$ cat config.mk
export PLATFORM = sky130hd
export DESIGN_NAME = acc_rmw_ctrl
export DESIGN_NICKNAME = d
export VERILOG_FILES = /design/src/rtl/acc_rmw_ctrl_pkg.sv /design/src/rtl/acc_rmw_fwd.sv /design/src/rtl/acc_rmw_ctrl.sv
export SDC_FILE = /design/constraint.sdc
export NUM_CORES = 1
export LEC_CHECK = 0
export CORE_ASPECT_RATIO = 0.8
export CORE_MARGIN = 3
export CORE_UTILIZATION = 49
export CTS_CLUSTER_SIZE = 28
export DETAILED_ROUTE_END_ITERATION = 16
export PLACE_DENSITY = 0.81
export SYNTH_ARGS = -nofsm -noshare
export SYNTH_HDL_FRONTEND = slang
export SYNTH_SLANG_ARGS = --single-unit
$ cat constraint.sdc
create_clock -name clk -period 5.63 [get_ports clk]
set_clock_uncertainty 0.1 [all_clocks]
set_input_delay 1.4075 -clock clk [delete_from_list [all_inputs] [get_ports clk]]
set_output_delay 1.4075 -clock clk [all_outputs]
set_load 0.005 [all_outputs]
$ cat src/rtl/acc_rmw_ctrl_pkg.sv
`default_nettype none
// ============================================================================
// Module   : acc_pkg
// Brief    : Shared types and default widths for the accumulator RMW
//            controller and its accumulator bank.
// Revision : 1.0 - initial release
// ============================================================================
package acc_pkg;

    // Default widths shared with the accumulator bank RAM
    localparam int ACC_ADDR_WIDTH = 6;
    localparam int ACC_DATA_WIDTH = 16;

    // Controller operating mode
    typedef enum logic [1:0] {
        ACC        = 2'd0,
        DRAIN_WAIT = 2'd1,
        DRAIN      = 2'd2
    } acc_state_e;

    // One in-flight update; fields are sized by the package defaults, so a
    // width override on the controller must be mirrored here.
    typedef struct packed {
        logic [ACC_ADDR_WIDTH-1:0] addr;
        logic [ACC_DATA_WIDTH-1:0] data;
        logic                      clear;
    } acc_req_t;

endpackage : acc_pkg
`default_nettype wire

$ cat src/rtl/acc_rmw_fwd.sv
`default_nettype none
// ============================================================================
// Module   : acc_rmw_fwd
// Brief    : Read-modify-write datapath: picks the S1 operand (RAM read or
//            forwarded last write), adds or overwrites, and keeps the
//            one-entry forward register of the most recent RAM write.
// Revision : 1.0 - initial release
// ============================================================================
module acc_rmw_fwd
    import acc_pkg::*;
#(
    parameter int ADDR_WIDTH = ACC_ADDR_WIDTH,
    parameter int DATA_WIDTH = ACC_DATA_WIDTH
) (
    input  logic                  clk,
    input  logic                  rst,
    input  logic [ADDR_WIDTH-1:0] i_s1_addr,
    input  logic [DATA_WIDTH-1:0] i_s1_data,
    input  logic                  i_s1_clear,
    input  logic [DATA_WIDTH-1:0] i_ram_rdata,
    input  logic                  i_wr_en,
    input  logic [ADDR_WIDTH-1:0] i_waddr,
    input  logic [DATA_WIDTH-1:0] i_wdata,
    output logic [DATA_WIDTH-1:0] o_sum
);

    logic                  r_fwd_valid;
    logic [ADDR_WIDTH-1:0] r_fwd_addr;
    logic [DATA_WIDTH-1:0] r_fwd_data;
    logic                  w_fwd_hit;
    logic [DATA_WIDTH-1:0] w_operand;

    // A read issued in the same cycle as a write returns the stale word, so
    // the write of the previous cycle overrides the RAM data on an address match.
    assign w_fwd_hit = r_fwd_valid && (r_fwd_addr == i_s1_addr);
    assign w_operand = w_fwd_hit ? r_fwd_data : i_ram_rdata;
    assign o_sum     = i_s1_clear ? i_s1_data : (w_operand + i_s1_data);

    // Capture every RAM write; valid lasts exactly the following cycle
    always_ff @(posedge clk) begin
        if (rst) begin
            r_fwd_valid <= 1'b0;
            r_fwd_addr  <= '0;
            r_fwd_data  <= '0;
        end else begin
            r_fwd_valid <= i_wr_en;
            if (i_wr_en) begin
                r_fwd_addr <= i_waddr;
                r_fwd_data <= i_wdata;
            end
        end
    end

endmodule : acc_rmw_fwd
`default_nettype wire

$ cat src/rtl/acc_rmw_ctrl.sv
`default_nettype none
// ============================================================================
// Module   : acc_rmw_ctrl
// Brief    : Read-modify-write sequencer for one accumulator bank on a
//            pseudo dual-port RAM with 1-cycle registered read. Accumulates
//            one update per cycle and drains the bank with valid/ready.
//            Build option ACC_RMW_ZERO_ON_DRAIN_EN: every drain handshake
//            also writes zero to the drained word.
// Revision : 1.0 - initial release
// ============================================================================
module acc_rmw_ctrl
    import acc_pkg::*;
#(
    parameter int ADDR_WIDTH = ACC_ADDR_WIDTH,
    parameter int DATA_WIDTH = ACC_DATA_WIDTH
) (
    input  logic                  clk,
    input  logic                  rst,
    input  logic                  in_valid,
    output logic                  in_ready,
    input  logic [ADDR_WIDTH-1:0] in_addr,
    input  logic [DATA_WIDTH-1:0] in_data,
    input  logic                  in_clear,
    input  logic                  drain_start,
    output logic                  drain_busy,
    output logic                  drain_done,
    output logic                  out_valid,
    input  logic                  out_ready,
    output logic [ADDR_WIDTH-1:0] out_addr,
    output logic [DATA_WIDTH-1:0] out_data,
    output logic                  ram_wr_en,
    output logic                  ram_we,
    output logic [ADDR_WIDTH-1:0] ram_waddr,
    output logic [DATA_WIDTH-1:0] ram_wdata,
    output logic                  ram_rd_en,
    output logic [ADDR_WIDTH-1:0] ram_raddr,
    input  logic [DATA_WIDTH-1:0] ram_rdata
);

    acc_state_e            r_state;
    acc_req_t              r_s1;
    logic                  r_s1_valid;
    logic                  r_drain_busy;
    logic                  r_drain_done;
    logic                  r_out_valid;
    logic [ADDR_WIDTH-1:0] r_out_addr;

    logic                  w_accept;
    logic                  w_drain_enter;
    logic                  w_drain_hs;
    logic                  w_drain_last;
    logic [DATA_WIDTH-1:0] w_sum;

    // Drain request takes priority over a same-cycle update
    assign in_ready      = !rst && (r_state == ACC) && !drain_start;
    assign w_accept      = in_valid && in_ready;
    assign w_drain_enter = (r_state == DRAIN_WAIT) && !r_s1_valid;
    assign w_drain_hs    = (r_state == DRAIN) && r_out_valid && out_ready;
    assign w_drain_last  = w_drain_hs && (&r_out_addr);

    assign drain_busy = r_drain_busy;
    assign drain_done = r_drain_done;
    assign out_valid  = r_out_valid;
    assign out_addr   = r_out_addr;
    assign out_data   = ram_rdata;
    assign ram_we     = ram_wr_en;

    acc_rmw_fwd #(
        .ADDR_WIDTH (ADDR_WIDTH),
        .DATA_WIDTH (DATA_WIDTH)
    ) u_fwd (
        .clk         (clk),
        .rst         (rst),
        .i_s1_addr   (r_s1.addr),
        .i_s1_data   (r_s1.data),
        .i_s1_clear  (r_s1.clear),
        .i_ram_rdata (ram_rdata),
        .i_wr_en     (ram_wr_en),
        .i_waddr     (ram_waddr),
        .i_wdata     (ram_wdata),
        .o_sum       (w_sum)
    );

    // Read port: update lookups, first drain word, and the next drain word
    // on each handshake; no read while stalled so the RAM output holds.
    always_comb begin
        ram_rd_en = 1'b0;
        ram_raddr = in_addr;
        if (!rst) begin
            if (w_accept) begin
                ram_rd_en = 1'b1;
            end else if (w_drain_enter) begin
                ram_rd_en = 1'b1;
                ram_raddr = '0;
            end else if (w_drain_hs && !w_drain_last) begin
                ram_rd_en = 1'b1;
                ram_raddr = r_out_addr + 1'b1;
            end
        end
    end

    // Write port: S1 commit, or zeroing of the drained word when enabled.
    // Gated by reset so an abandoned operation never lands in the RAM.
    always_comb begin
        ram_wr_en = 1'b0;
        ram_waddr = r_s1.addr;
        ram_wdata = w_sum;
        if (!rst) begin
            if (r_s1_valid) begin
                ram_wr_en = 1'b1;
            end
`ifdef ACC_RMW_ZERO_ON_DRAIN_EN
            else if (w_drain_hs) begin
                ram_wr_en = 1'b1;
                ram_waddr = r_out_addr;
                ram_wdata = '0;
            end
`endif
        end
    end

    // Mode FSM, S1 pipeline register and registered drain outputs
    always_ff @(posedge clk) begin
        if (rst) begin
            r_state      <= ACC;
            r_s1         <= '0;
            r_s1_valid   <= 1'b0;
            r_drain_busy <= 1'b0;
            r_drain_done <= 1'b0;
            r_out_valid  <= 1'b0;
            r_out_addr   <= '0;
        end else begin
            r_s1_valid   <= w_accept;
            r_drain_done <= 1'b0;
            if (w_accept) begin
                r_s1.addr  <= in_addr;
                r_s1.data  <= in_data;
                r_s1.clear <= in_clear;
            end
            case (r_state)
                ACC: begin
                    if (drain_start) begin
                        r_state      <= DRAIN_WAIT;
                        r_drain_busy <= 1'b1;
                    end
                end
                DRAIN_WAIT: begin
                    if (!r_s1_valid) begin
                        r_state     <= DRAIN;
                        r_out_valid <= 1'b1;
                        r_out_addr  <= '0;
                    end
                end
                DRAIN: begin
                    if (w_drain_hs) begin
                        if (w_drain_last) begin
                            r_state      <= ACC;
                            r_out_valid  <= 1'b0;
                            r_drain_busy <= 1'b0;
                            r_drain_done <= 1'b1;
                        end else begin
                            r_out_addr <= r_out_addr + 1'b1;
                        end
                    end
                end
                default: begin
                    r_state <= ACC;
                end
            endcase
        end
    end

endmodule : acc_rmw_ctrl
`default_nettype wire
# Word-level counts from Yosys, hierarchy flattened
# Cells that the tools add are included.
dict set report classes {
  n_addsub 2
  n_mul 0
  div 0
  n_lt_le_gt_ge 0
  n_eq_ne 8
  shifts 0
  muxes 28
  n_bitwise 2
  n_reduce_logical 22
}
# operator count
set op_table {}
lappend op_table {{two-way mux 6 bit} 7}
lappend op_table {{two-way mux 16 bit} 2}
lappend op_table {{adder 16 bit} 1}
lappend op_table {{AND reduction 4 bit} 4}
lappend op_table {{one-hot mux 6 bit (2 select lines)} 1}
lappend op_table {{two-way mux 1 bit} 11}
lappend op_table {{inequality test 2 bit, second input constant} 5}
lappend op_table {{logical AND 1 bit} 9}
lappend op_table {{two-way mux 2 bit} 4}
lappend op_table {{adder 6 x 1 -> 6 bit, second input constant} 1}
lappend op_table {{== test 6 bit} 1}
lappend op_table {{one-hot mux 2 bit (3 select lines)} 1}
lappend op_table {{AND reduction 6 bit} 1}
lappend op_table {{logical NOT 1 bit} 4}
lappend op_table {{one-hot mux 1 bit (2 select lines)} 2}
lappend op_table {{nonzero test 2 bit} 2}
lappend op_table {{OR reduction 3 bit} 1}
lappend op_table {{== test 2 x 1 -> 1 bit, second input constant} 1}
lappend op_table {{== test 2 bit, second input constant} 1}
lappend op_table {{logical NOT 2 bit} 1}
lappend op_table {{inverter 1 bit} 2}
dict set report word_totals {
  regBits 58
  latchBits 0
  mem_bits_rw 0
  romBits 0
  in_bits 44
  out_inout_bits 57
  mem_count 0
}

# Depth between registers and ports, before layout
# Gate-level depths: netlist of run 1.
dict set report logic_depth {
  ltp_word 10
  ltp_mapped 13
  depth_no_buf 12
}

# By module
# From an unflattened synthesis of run 1, not the netlist that was laid out.
dict set report hier_totals {
  cells_unflattened 427
  area_unflattened_um2 3653.5
}
# mod n_inst cells_per_inst area_each_um2 seq_area_each_um2
set by_module_without_submodules {}
lappend by_module_without_submodules {acc_rmw_fwd 1 233 1983.2 460.4}
lappend by_module_without_submodules {acc_rmw_ctrl 1 194 1670.4 700.7}

# Worst setup path before layout of run 1
# Ideal clock, no wire load.
dict set report synth_path {
  path_kind {in2out}
  from {input port ram_rdata[8]}
  to {output port ram_wdata[15]}
  arrival_ps 3275
  t_required_ps 4123
  path_slack_ps 847
  stages 8
  path_buffers 0
  path_cell_list {mux2_1 > ha_1 > a21oi_2 > o21ai_1 > a311o_1 > a211o_1 > a21oi_2 > xor2_1}
}
dict set report synth_via {
  elab_chain_cells 3
}
# element line_no
set synth_lines {}
lappend synth_lines {{start, declared} acc_rmw_ctrl.sv:37} ;# input logic [DATA_WIDTH-1:0] ram_rdata
lappend synth_lines {{two-way mux 16 bit} acc_rmw_fwd.sv:36} ;# assign w_operand = w_fwd_hit ? r_fwd_data : i_ram_rdata;
lappend synth_lines {{adder 16 bit} acc_rmw_fwd.sv:37} ;# assign o_sum = i_s1_clear ? i_s1_data : (w_operand + i_s1_data);
lappend synth_lines {{two-way mux 16 bit} acc_rmw_fwd.sv:37}
lappend synth_lines {{end, declared} acc_rmw_ctrl.sv:34} ;# output logic [DATA_WIDTH-1:0] ram_wdata,
# No other way between the ends.

# Worst setup path in the final report of run 1
dict set report layout_path {
  from {input port ram_rdata[8]}
  to {output port ram_wdata[13]}
}
# Same word-level chain as after synthesis.

==> results.ini, run 1 <==
[die]
start_util = 0.510
num_rows = 28
ios = 101
die_width_um = 105
coreArea_um2 = 7460
die_h_um = 84.8
fp.dieArea_um2 = 8860

[drt]
dr.pass1.iters = 5
vias_per_cell = 5.46
antenna_left = 0
drt_iter0_markers = 201
routed_wl_mm = 11.0
wl_per_cell_um = 15.8
route.vias.total = 3786
route.detailed.drc = 0

[logic_synthesis]
netlist_instances = 473
synth_top_area_frac = 0.305
synthDistinctLibCells = 59
synth_warnings = 0
yosys_register_bits = 58
synthArstFlopShare = 0
synth.area.top_cells = dfxtp_1, nand2_1, ha_1
synth.cell_area_um2 = 3800
synth-edff-count = 0
syn_nets = 536
yosysTopAreaCell = dfxtp_1
avgSynthCellArea_um2 = 8.04
ys.flop_type = dfxtp_1
yosysSeqAreaShare = 0.305

[power_and_ir_drop]
p_leak_nw = 2.21
p_per_area_nw_per_um2 = 219
peakVddDrop_mv = 0.135

[cts]
worst_skew_pair.late_latency_ns = 0.34
root_buffer = clkbuf_8
cts.sinks = 58
tritoncts = done
ctsHoldBuffers = 0
cts-htree-levels = 3
clkTransAtPathRegs_ns = 0.07
cts_buffer_depth = 2
cts_buffers = 9

[setup_path]
critPathKind = in -> out
r2r_cells = 14
cp-start-kind = input pin
worstPathArrival_ns = 4.15
critical_path.max_fanout = 4
cp-end-kind = output pin
required_ns = 4.12

[final_layout]
register_area_um2 = 1160
num_antenna_cells = 0
final_nets = 647
multi_input_area_um2 = 2440
areaGrowthSynthToFinish_pct = 39.9
nFillCells = 585
drive_gt1_frac = 0.177
instances_no_fill = 694

[global_routing]
grt_pass1_vias = 3716
grtUsageTotal = 0.251
grt_pass1_wl_mm = 18.3
antenna_found_initial = 0
grt_max_degree = 62
grt_overflow = 0

[sta]
finalHoldViolCount = 0
timing.fmax_mhz = 177
period_share = 1.00
rsz0062_at_grt = yes
worst_pin_slew_ns = 0.728
setup_slack_ns = -0.0234
slew_viol_final = 0
period_minus_slack_ns = 5.65
max_slew_margin = 0.514
final-setup-viol-count = 1

[placed_design]
io_buffers = 100
dp_slack_ns = -0.217
place_congestion = 0.844
dp.final_hpwl_mm = 7.83
dpl.cell_count = 673

[outcome]
violations = setup timing
status = finished with violations

[hold_path]
min_path_cells = 2
worstHoldPathType = reg -> reg

[job]
max_cap_violations = 0

[cells in the mapped netlist (6+ instances only)]
library cell,n
nand2_1,72
dfxtp_1,58
nor2_1,57
buf_4,24
nand3b_1,23
a21oi_1,21
ha_1,18
o21ai_1,14
clkbuf_1,13
o21a_1,12
xnor2_1,12
mux2_1,11
mux2i_1,11
nand3_1,10
buf_2,8
mux2_2,8
a211oi_1,7
nor3_1,7
a21o_1,6
xor2_1,6
[where the power goes]
part,internal [W],total (W),leakage (nW),switching [W]
clock,0.000205,0.000383,0.0925,0.000178
combinational,0.000190,0.000334,1.64,0.000144
sequential,0.000429,0.000449,0.472,0.0000202
total,0.000824,0.00117,2.21,0.000342
[critical path, stage by stage]
cell	delay (ns)
clkdlybuf4s50_1	0.43
mux2_1	0.34
ha_4	0.30
a21oi_2	0.05
buf_4	0.14
o21a_1	0.19
o21a_1	0.20
and3_1	0.19
o31ai_2	0.24
buf_4	0.16
clkdlybuf4s50_1	0.49
[state kept, by name, indices dropped and copies added (netlist names)]
signal	count
out_addr	6
u_fwd.r_fwd_valid	1
drain_done	1
u_fwd.r_fwd_data	16
drain_busy	1
ram_waddr	6
r_s1_valid	1
out_valid	1
r_state	2
u_fwd.r_fwd_addr	6
r_s1	17
[worst paths after layout]
kind | slack, ns | start | end
setup reg to reg | 2.20 | ram_waddr[3]$_SDFFE_PP0P_ | u_fwd.r_fwd_data[15]$_SDFFE_PP0P_
setup / recovery | -0.02 | ram_rdata[8] | ram_wdata[13]
hold / removal | 0.40 | u_fwd.r_fwd_data[7]$_SDFFE_PP0P_ | u_fwd.r_fwd_data[7]$_SDFFE_PP0P_
hold reg to reg | 0.40 | u_fwd.r_fwd_data[7]$_SDFFE_PP0P_ | u_fwd.r_fwd_data[7]$_SDFFE_PP0P_
[area by class of cell]
class / count / area share
tap: 105 / 0.0247
clock inverter: 6 / 0.0127
timing repair buffer: 150 / 0.257
clock buffer: 10 / 0.0240
sequential: 58 / 0.218
multi-input combinational: 357 / 0.458
inverter: 8 / 0.00564
[timing repair]
action	CTS	global route
pin swaps	8	8
setup buffers	4	1
resized for setup	20	9
setup endpoints to repair	9	8
gates cloned	0	0
[metal layers]
metal | GRT usage | part of all wire
met5 | 0 | 0
met1 | 0.337 | 0.47
met2 | 0.414 | 0.47
met4 | 0.0761 | 0.012
met3 | 0.0464 | 0.055
[logic make-up (layout without fill, tap and decap cells)]
family,count (synthesis),after routing,share of synthesized area
flip-flops,58,58,0.305
XOR/XNOR,18,18,0.0414
buffers and inverters,58,174,0.0875
adder cells (fa/ha/maj),19,19,0.0645
multiplexers,31,31,0.0891
AO/OA/AOI/OAI,98,98,0.176
AND/OR/NAND/NOR,191,191,0.236
[stage by stage]
step / hold slack [ns] / utilization / TNS (ns) / area (um^2) / total power [W]
final: 0.397 / 0.713 / -0.0234 / 5320 / 0.00117
after global routing: 0.415 / 0.713 / -0.161 / 5320 / 0.00122
after CTS: 0.383 / 0.709 / 0 / 5290 / 0.00117
after detailed placement: 0.373 / 0.666 / -1.24 / 4970 / 0.000775
after global placement: 0.341 / 0.666 / -0.680 / 4970 / 0.000769
after floorplan: 0.333 / - / 0 / 3800 / 0.000616
[cell usage in the layout (no fill, tap or decap), drive strengths merged, types with 3 or more instances in the layout]
cell type,synthesis,final
ha,18,18
and3,5,5
xor2,6,6
o211ai,4,4
buf,37,51
nor2,57,57
nand3b,23,23
inv,7,7
o21a,12,12
mux2,20,20
clkinv,1,4
dfxtp,58,58
a21o,6,6
nand4,4,4
clkbuf,13,11
o21ai,19,19
a21oi,25,25
a211oi,8,8
nor3,8,8
nand2,72,72
dlymetal6s2s,0,3
clkdlybuf4s50,0,92
mux2i,11,11
a31oi,4,4
nand2b,4,4
xnor2,12,12
o31ai,3,3
nand3,10,10
dlygate4sd2,0,3
No activity file was read; power rests on OpenSTA's default activity.
==> run 2, diff against run 1 <==
--- a/config.mk
+++ b/config.mk
@@ -6,7 +6,7 @@
 export NUM_CORES = 1
 export LEC_CHECK = 0
 export CORE_ASPECT_RATIO = 0.8
-export CORE_MARGIN = 3
+export CORE_MARGIN = 10
 export CORE_UTILIZATION = 49
 export CTS_CLUSTER_SIZE = 28
 export DETAILED_ROUTE_END_ITERATION = 16
==> results.ini, run 2 (synthesized netlist as in run 1, its figures left out) <==
[power_and_ir_drop]
p_clk_frac = 0.307  ; was 0.328
power.net_switching_w = 0.000333  ; was 0.000342 W
peakVddDrop_mv = 0.115  ; was 0.135 mV
p_leak_nw = 2.17  ; was 2.21 nW
p_int_w = 0.000777  ; was 0.000824 W
pwr-share-comb = 0.290  ; was 0.287
p_sw_frac = 0.300  ; was 0.293
p_per_area_nw_per_um2 = 215  ; was 219 nW/um^2
p_seq_frac = 0.403  ; was 0.385

[setup_path]
r2r_start = ram_waddr[0]$_SDFFE_PP0P_  ; was ram_waddr[3]$_SDFFE_PP0P_
required_ns = 4.12  ; about the same
r2r-end = u_fwd.r_fwd_data[10]$_SDFFE_PP0P_  ; was u_fwd.r_fwd_data[15]$_SDFFE_PP0P_
worstPathArrival_ns = 4.03  ; was 4.15 ns
critical_path.max_fanout = 4  ; unchanged
rrSetupSlack_ns = 2.11  ; was 2.20 ns
cp-end-kind = output pin  ; unchanged
cp-start-kind = input pin  ; unchanged
critPathKind = in -> out  ; unchanged
r2r_cells = 14  ; unchanged

[final_layout]
nFillCells = 616  ; was 585
final_nets = 637  ; was 647
top_regs = r_s1: 17 flops, u_fwd.r_fwd_data: 16 flops  ; unchanged
layout_common_cells = clkdlybuf4s50_1, nand2_1, dfxtp_1  ; unchanged
top_register = r_s1  ; unchanged
areaGrowthSynthToFinish_pct = 35.9  ; was 39.9%
largest_reg_flops = 17  ; unchanged
num_antenna_cells = 0  ; unchanged
final_util = 0.693  ; was 0.713
final_common_cell = clkdlybuf4s50_1  ; unchanged
drive_gt1_frac = 0.155  ; was 0.177

[drt]
dr.pass1.iters = 4  ; was 5
wl_per_cell_um = 16.4  ; was 15.8 um
routed_wl_mm = 11.2  ; was 11.0 mm
drt_iter0_markers = 251  ; was 201
route.detailed.drc = 0  ; unchanged
antenna_left = 0  ; unchanged
vias_per_cell = 5.44  ; was 5.46
route.vias.total = 3720  ; was 3786

[cts]
root_buffer = clkbuf_8  ; unchanged
cts_buffers = 9  ; unchanged
worst_skew_pair.late_latency_ns = 0.34  ; about the same
cts.sinks = 58  ; unchanged
cts_buffer_depth = 2  ; unchanged
cts-htree-levels = 3  ; unchanged
tritoncts = done  ; unchanged
clkTransAtPathRegs_ns = 0.07  ; about the same

[sta]
worst_pin_slew_ns = 0.651  ; was 0.728 ns
max_slew_margin = 0.565  ; was 0.514
finalHoldViolCount = 0  ; unchanged
final-setup-viol-count = 0  ; was 1
period_share = 0.984  ; was 1.00
rsz0062_at_grt = no  ; was yes
fin_tns_setup_ns = 0  ; was -0.0234 ns
slew_viol_final = 0  ; unchanged
setup_slack_ns = 0.0909  ; was -0.0234 ns
timing.fmax_mhz = 181  ; was 177 MHz
period_minus_slack_ns = 5.54  ; was 5.65 ns

[die]
coreArea_um2 = 7460  ; unchanged
die_width_um = 119  ; was 105 um
start_util = 0.510  ; unchanged
num_rows = 28  ; unchanged
ios = 101  ; unchanged
die_h_um = 98.8  ; was 84.8 um
fp.dieArea_um2 = 11700  ; was 8860 um^2

[global_routing]
antenna_found_initial = 0  ; unchanged
grt_pass1_wl_mm = 18.5  ; was 18.3 mm
grt_overflow = 0  ; unchanged
grt_max_degree = 62  ; unchanged
grtUsageTotal = 0.187  ; was 0.251
grt_pass1_vias = 3738  ; was 3716

[hold_path]
hold_path.startpoint = u_fwd.r_fwd_data[7]$_SDFFE_PP0P_  ; unchanged
min_to = u_fwd.r_fwd_data[7]$_SDFFE_PP0P_  ; unchanged
min_path_cells = 2  ; unchanged
worstHoldPathType = reg -> reg  ; unchanged

[outcome]
status = finished clean  ; was finished with violations

[placed_design]
dp_slack_ns = -0.205  ; was -0.217 ns
dp.final_hpwl_mm = 8.24  ; was 7.83 mm
io_buffers = 100  ; unchanged
place_congestion = 0.865  ; was 0.844

[job]
max_cap_violations = 0  ; unchanged

## run 2: cell types whose count changed in the layout (fill, tap and decap cells not counted), sizes merged
cell,delta
bufinv,-1
dlygate4sd2,+2
clkdlybuf4s50,-2
dlymetal6s2s,+1
buf,-10
## run 2: how the worst max path moves through the flow
stage | startpoint | endpoint | slack, ns | cells after the start
after floorplan | ram_rdata[8] | ram_wdata[15] | 0.85 | 8
after global placement | ram_rdata[1] | ram_wdata[9] | -0.20 | 10
after detailed placement | ram_rdata[1] | ram_wdata[9] | -0.21 | 10
after CTS | ram_rdata[5] | ram_wdata[13] | 0.03 | 9
after global routing | ram_rdata[12] | ram_wdata[15] | 0.02 | 10
final | ram_rdata[0] | ram_wdata[12] | 0.09 | 10
## run 2: power by group through the flow
stage,clock (W),combinational (W),sequential (W)
2_1_floorplan,0,0.000166,0.000449
3_3_place_gp,0,0.000309,0.000455
3_5_place_dp,0,0.000316,0.000456
4_1_cts,0.000347,0.000320,0.000447
5_1_grt,0.000363,0.000351,0.000449
6_report,0.000341,0.000322,0.000447
## run 2: what timing repair did
item / in CTS / in global routing
endpoints found under the setup margin: 9 / 6
gates cloned: 0 / 0
gates resized for setup: 15 / 9
buffers inserted: 0 / 2
hold buffers: 0 / 0
pin swaps: 2 / 6
## run 2: final cells by class
class                      instances  area [um^2]  area share
multi-input combinational        357         2380       0.460
timing repair buffer             140         1300       0.251
sequential                        58         1160       0.224
clock buffer                      11          141      0.0273
tap                              105          131      0.0254
clock inverter                     5         30.0     0.00581
inverter                           8         30.0     0.00581
## run 2: metrics by stage
step                      instance area, um^2  hold slack, ns  power [W]  instances
after CTS                                5130           0.370    0.00111        682
final                                    5170           0.366    0.00111        684
after detailed placement                 4910           0.359   0.000772        666
after floorplan                          3800           0.333   0.000616        473
after global routing                     5170           0.392    0.00116        684
after global placement                   4910           0.340   0.000764        666
## run 2: critical path, stage by stage
cell and delay [ns]:
clkdlybuf4s50_1 0.44, mux2_2 0.28, ha_2 0.20, fa_2 0.37, a21o_1 0.19, a21oi_4 0.20, o211a_4 0.22, o21ai_1 0.09
mux2_1 0.34, dlygate4sd2_1 0.28
## run 2: layer usage
layer	global-route usage	up-vias	part of all wire
met5	0	-	0
met4	0.0647	0	0.014
met3	0.0513	14	0.072
met2	0.300	127	0.46
met1	0.237	1753	0.46
li1	-	1826	-
==> run 3, diff against run 2 <==
--- a/config.mk
+++ b/config.mk
@@ -10,6 +10,7 @@
 export CORE_UTILIZATION = 49
 export CTS_CLUSTER_SIZE = 28
 export DETAILED_ROUTE_END_ITERATION = 16
+export MAX_ROUTING_LAYER = met4
 export PLACE_DENSITY = 0.81
 export SYNTH_ARGS = -nofsm -noshare
 export SYNTH_HDL_FRONTEND = slang
==> results.ini, run 3 (synthesized netlist as in run 1, its figures left out) <==
[global_routing]
grt_max_degree = 62  ; unchanged
antenna_found_initial = 0  ; unchanged
grtUsageTotal = 0.204  ; was 0.187
grt_pass1_wl_mm = 19.3  ; was 18.5 mm
grt_overflow = 0  ; unchanged
grt_pass1_vias = 3807  ; was 3738

[setup_path]
r2r_start = ram_waddr[3]$_SDFFE_PP0P_  ; was ram_waddr[0]$_SDFFE_PP0P_
cp-start-kind = input pin  ; unchanged
cp-end-kind = output pin  ; unchanged
worstPathArrival_ns = 4.12  ; was 4.03 ns
critical_path.max_fanout = 4  ; unchanged
required_ns = 4.12  ; about the same
crit_path_start = ram_rdata[6]  ; was ram_rdata[0]
critPathKind = in -> out  ; unchanged

[cts]
worst_skew_pair.late_latency_ns = 0.35  ; was 0.34 ns
cts_buffers = 9  ; unchanged
tritoncts = done  ; unchanged
ctsHoldBuffers = 0  ; unchanged
clkTransAtPathRegs_ns = 0.06  ; was 0.07 ns
cts-htree-levels = 3  ; unchanged
cts.sinks = 58  ; unchanged
cts_buffer_depth = 2  ; unchanged
root_buffer = clkbuf_8  ; unchanged

[drt]
route.vias.total = 3760  ; was 3720
drt_iter0_markers = 255  ; was 251
dr.pass1.iters = 4  ; unchanged
wl_per_cell_um = 17.1  ; was 16.4 um
route.detailed.drc = 0  ; unchanged
routed_wl_mm = 11.8  ; was 11.2 mm
vias_per_cell = 5.46  ; was 5.44
antenna_left = 0  ; unchanged

[sta]
worst_pin_slew_ns = 0.706  ; was 0.651 ns
timing.fmax_mhz = 178  ; was 181 MHz
period_share = 0.999  ; was 0.984
max_slew_margin = 0.529  ; was 0.565
final-setup-viol-count = 0  ; unchanged
setup_slack_ns = 0.00603  ; was 0.0909 ns
finalHoldViolCount = 0  ; unchanged
period_minus_slack_ns = 5.62  ; was 5.54 ns
rsz0062_at_grt = yes  ; was no
slew_viol_final = 0  ; unchanged
fin_tns_setup_ns = 0  ; unchanged

[final_layout]
final_area_um2 = 5250  ; was 5170 um^2
largest_reg_flops = 17  ; unchanged
areaGrowthSynthToFinish_pct = 37.9  ; was 35.9%
drive_gt1_frac = 0.158  ; was 0.155
top_regs = r_s1: 17 flops, u_fwd.r_fwd_data: 16 flops  ; unchanged
num_antenna_cells = 0  ; unchanged
final_nets = 642  ; was 637
instances_no_fill = 689  ; was 684
top_register = r_s1  ; unchanged
final_common_cell = clkdlybuf4s50_1  ; unchanged
layout_common_cells = clkdlybuf4s50_1, nand2_1, dfxtp_1  ; unchanged

[outcome]
status = finished clean  ; unchanged

[power_and_ir_drop]
p_leak_nw = 2.19  ; was 2.17 nW
p_total_w = 0.00118  ; was 0.00111 W
p_per_area_nw_per_um2 = 225  ; was 215 nW/um^2
peakVddDrop_mv = 0.128  ; was 0.115 mV

[die]
ios = 101  ; unchanged
die_h_um = 98.8  ; unchanged
start_util = 0.510  ; unchanged
fp.dieArea_um2 = 11700  ; unchanged
num_rows = 28  ; unchanged
coreArea_um2 = 7460  ; unchanged
die_width_um = 119  ; unchanged

[placed_design]
dp.final_hpwl_mm = 8.43  ; was 8.24 mm
io_buffers = 100  ; unchanged
place_congestion = 0.884  ; was 0.865
dp_slack_ns = -0.227  ; was -0.205 ns
dpl.cell_count = 668  ; was 666
place_area_um2 = 4930  ; was 4910 um^2

[hold_path]
worstHoldPathType = reg -> reg  ; unchanged
hold_path.startpoint = u_fwd.r_fwd_data[7]$_SDFFE_PP0P_  ; unchanged

[job]
max_cap_violations = 0  ; unchanged

[run 3: cell types whose count changed in the layout (fill, tap and decap cells not counted), sizes merged]
| cell | change |
|---|---|
| buf | +5 |
| clkinv | -2 |
| bufinv | +1 |
| clkbuf | +1 |
| clkdlybuf4s50 | +1 |
| dlymetal6s2s | -1 |
[run 3: final cells by class]
type / instances / area (um^2)
multi-input combinational: 357 / 2390
clock inverter: 4 / 50.0
tap: 105 / 131
inverter: 8 / 30.0
timing repair buffer: 145 / 1340
fill: 627 / 2210
clock buffer: 12 / 155
sequential: 58 / 1160
[run 3: path summary, 6_finish.rpt]
check / endpoint / slack, ns / cells past startpoint
hold / removal: u_fwd.r_fwd_data[7]$_SDFFE_PP0P_ / 0.36 / 2
hold reg to reg: u_fwd.r_fwd_data[7]$_SDFFE_PP0P_ / 0.36 / 2
setup / recovery: ram_wdata[13] / 0.006 / 9
setup reg to reg: u_fwd.r_fwd_data[14]$_SDFFE_PP0P_ / 2.10 / 14
[run 3: routing by layer]
metal | vias to the layer above | routed length [um] | track usage
met3 | 14 | 593 | 0.0479
li1 | 1847 | - | -
met2 | 103 | 5630 | 0.328
met5 | - | 0 | -
met1 | 1796 | 5390 | 0.250
met4 | 0 | 139 | 0.0572
[run 3: critical path, stage by stage]
cell,delay (ns)
clkdlybuf4s50_1,0.42
mux2_1,0.30
ha_1,0.38
o211ai_1,0.19
a211oi_2,0.26
o21ai_1,0.12
and3_1,0.20
o31ai_2,0.26
clkdlybuf4s50_1,0.57
[run 3: report_power, final]
group	leakage [nW]	internal [W]	total (W)	switching, W
clock	0.0986	0.000228	0.000402	0.000175
combinational	1.62	0.000184	0.000332	0.000148
sequential	0.472	0.000429	0.000447	0.0000179
[run 3: repair_timing]
item / 4_1_cts / 5_1_grt
gates resized for setup: 16 / 5
setup endpoints to repair: 9 / 8
gates cloned: 0 / 0
buffers inserted: 1 / 4
pin swaps: 5 / 2
[run 3: through the flow]
stage / util / hold slack, ns
after global placement: 0.661 / 0.338
after detailed placement: 0.661 / 0.354
after floorplan: - / 0.333
final: 0.703 / 0.363
after CTS: 0.697 / 0.362
after global routing: 0.703 / 0.397
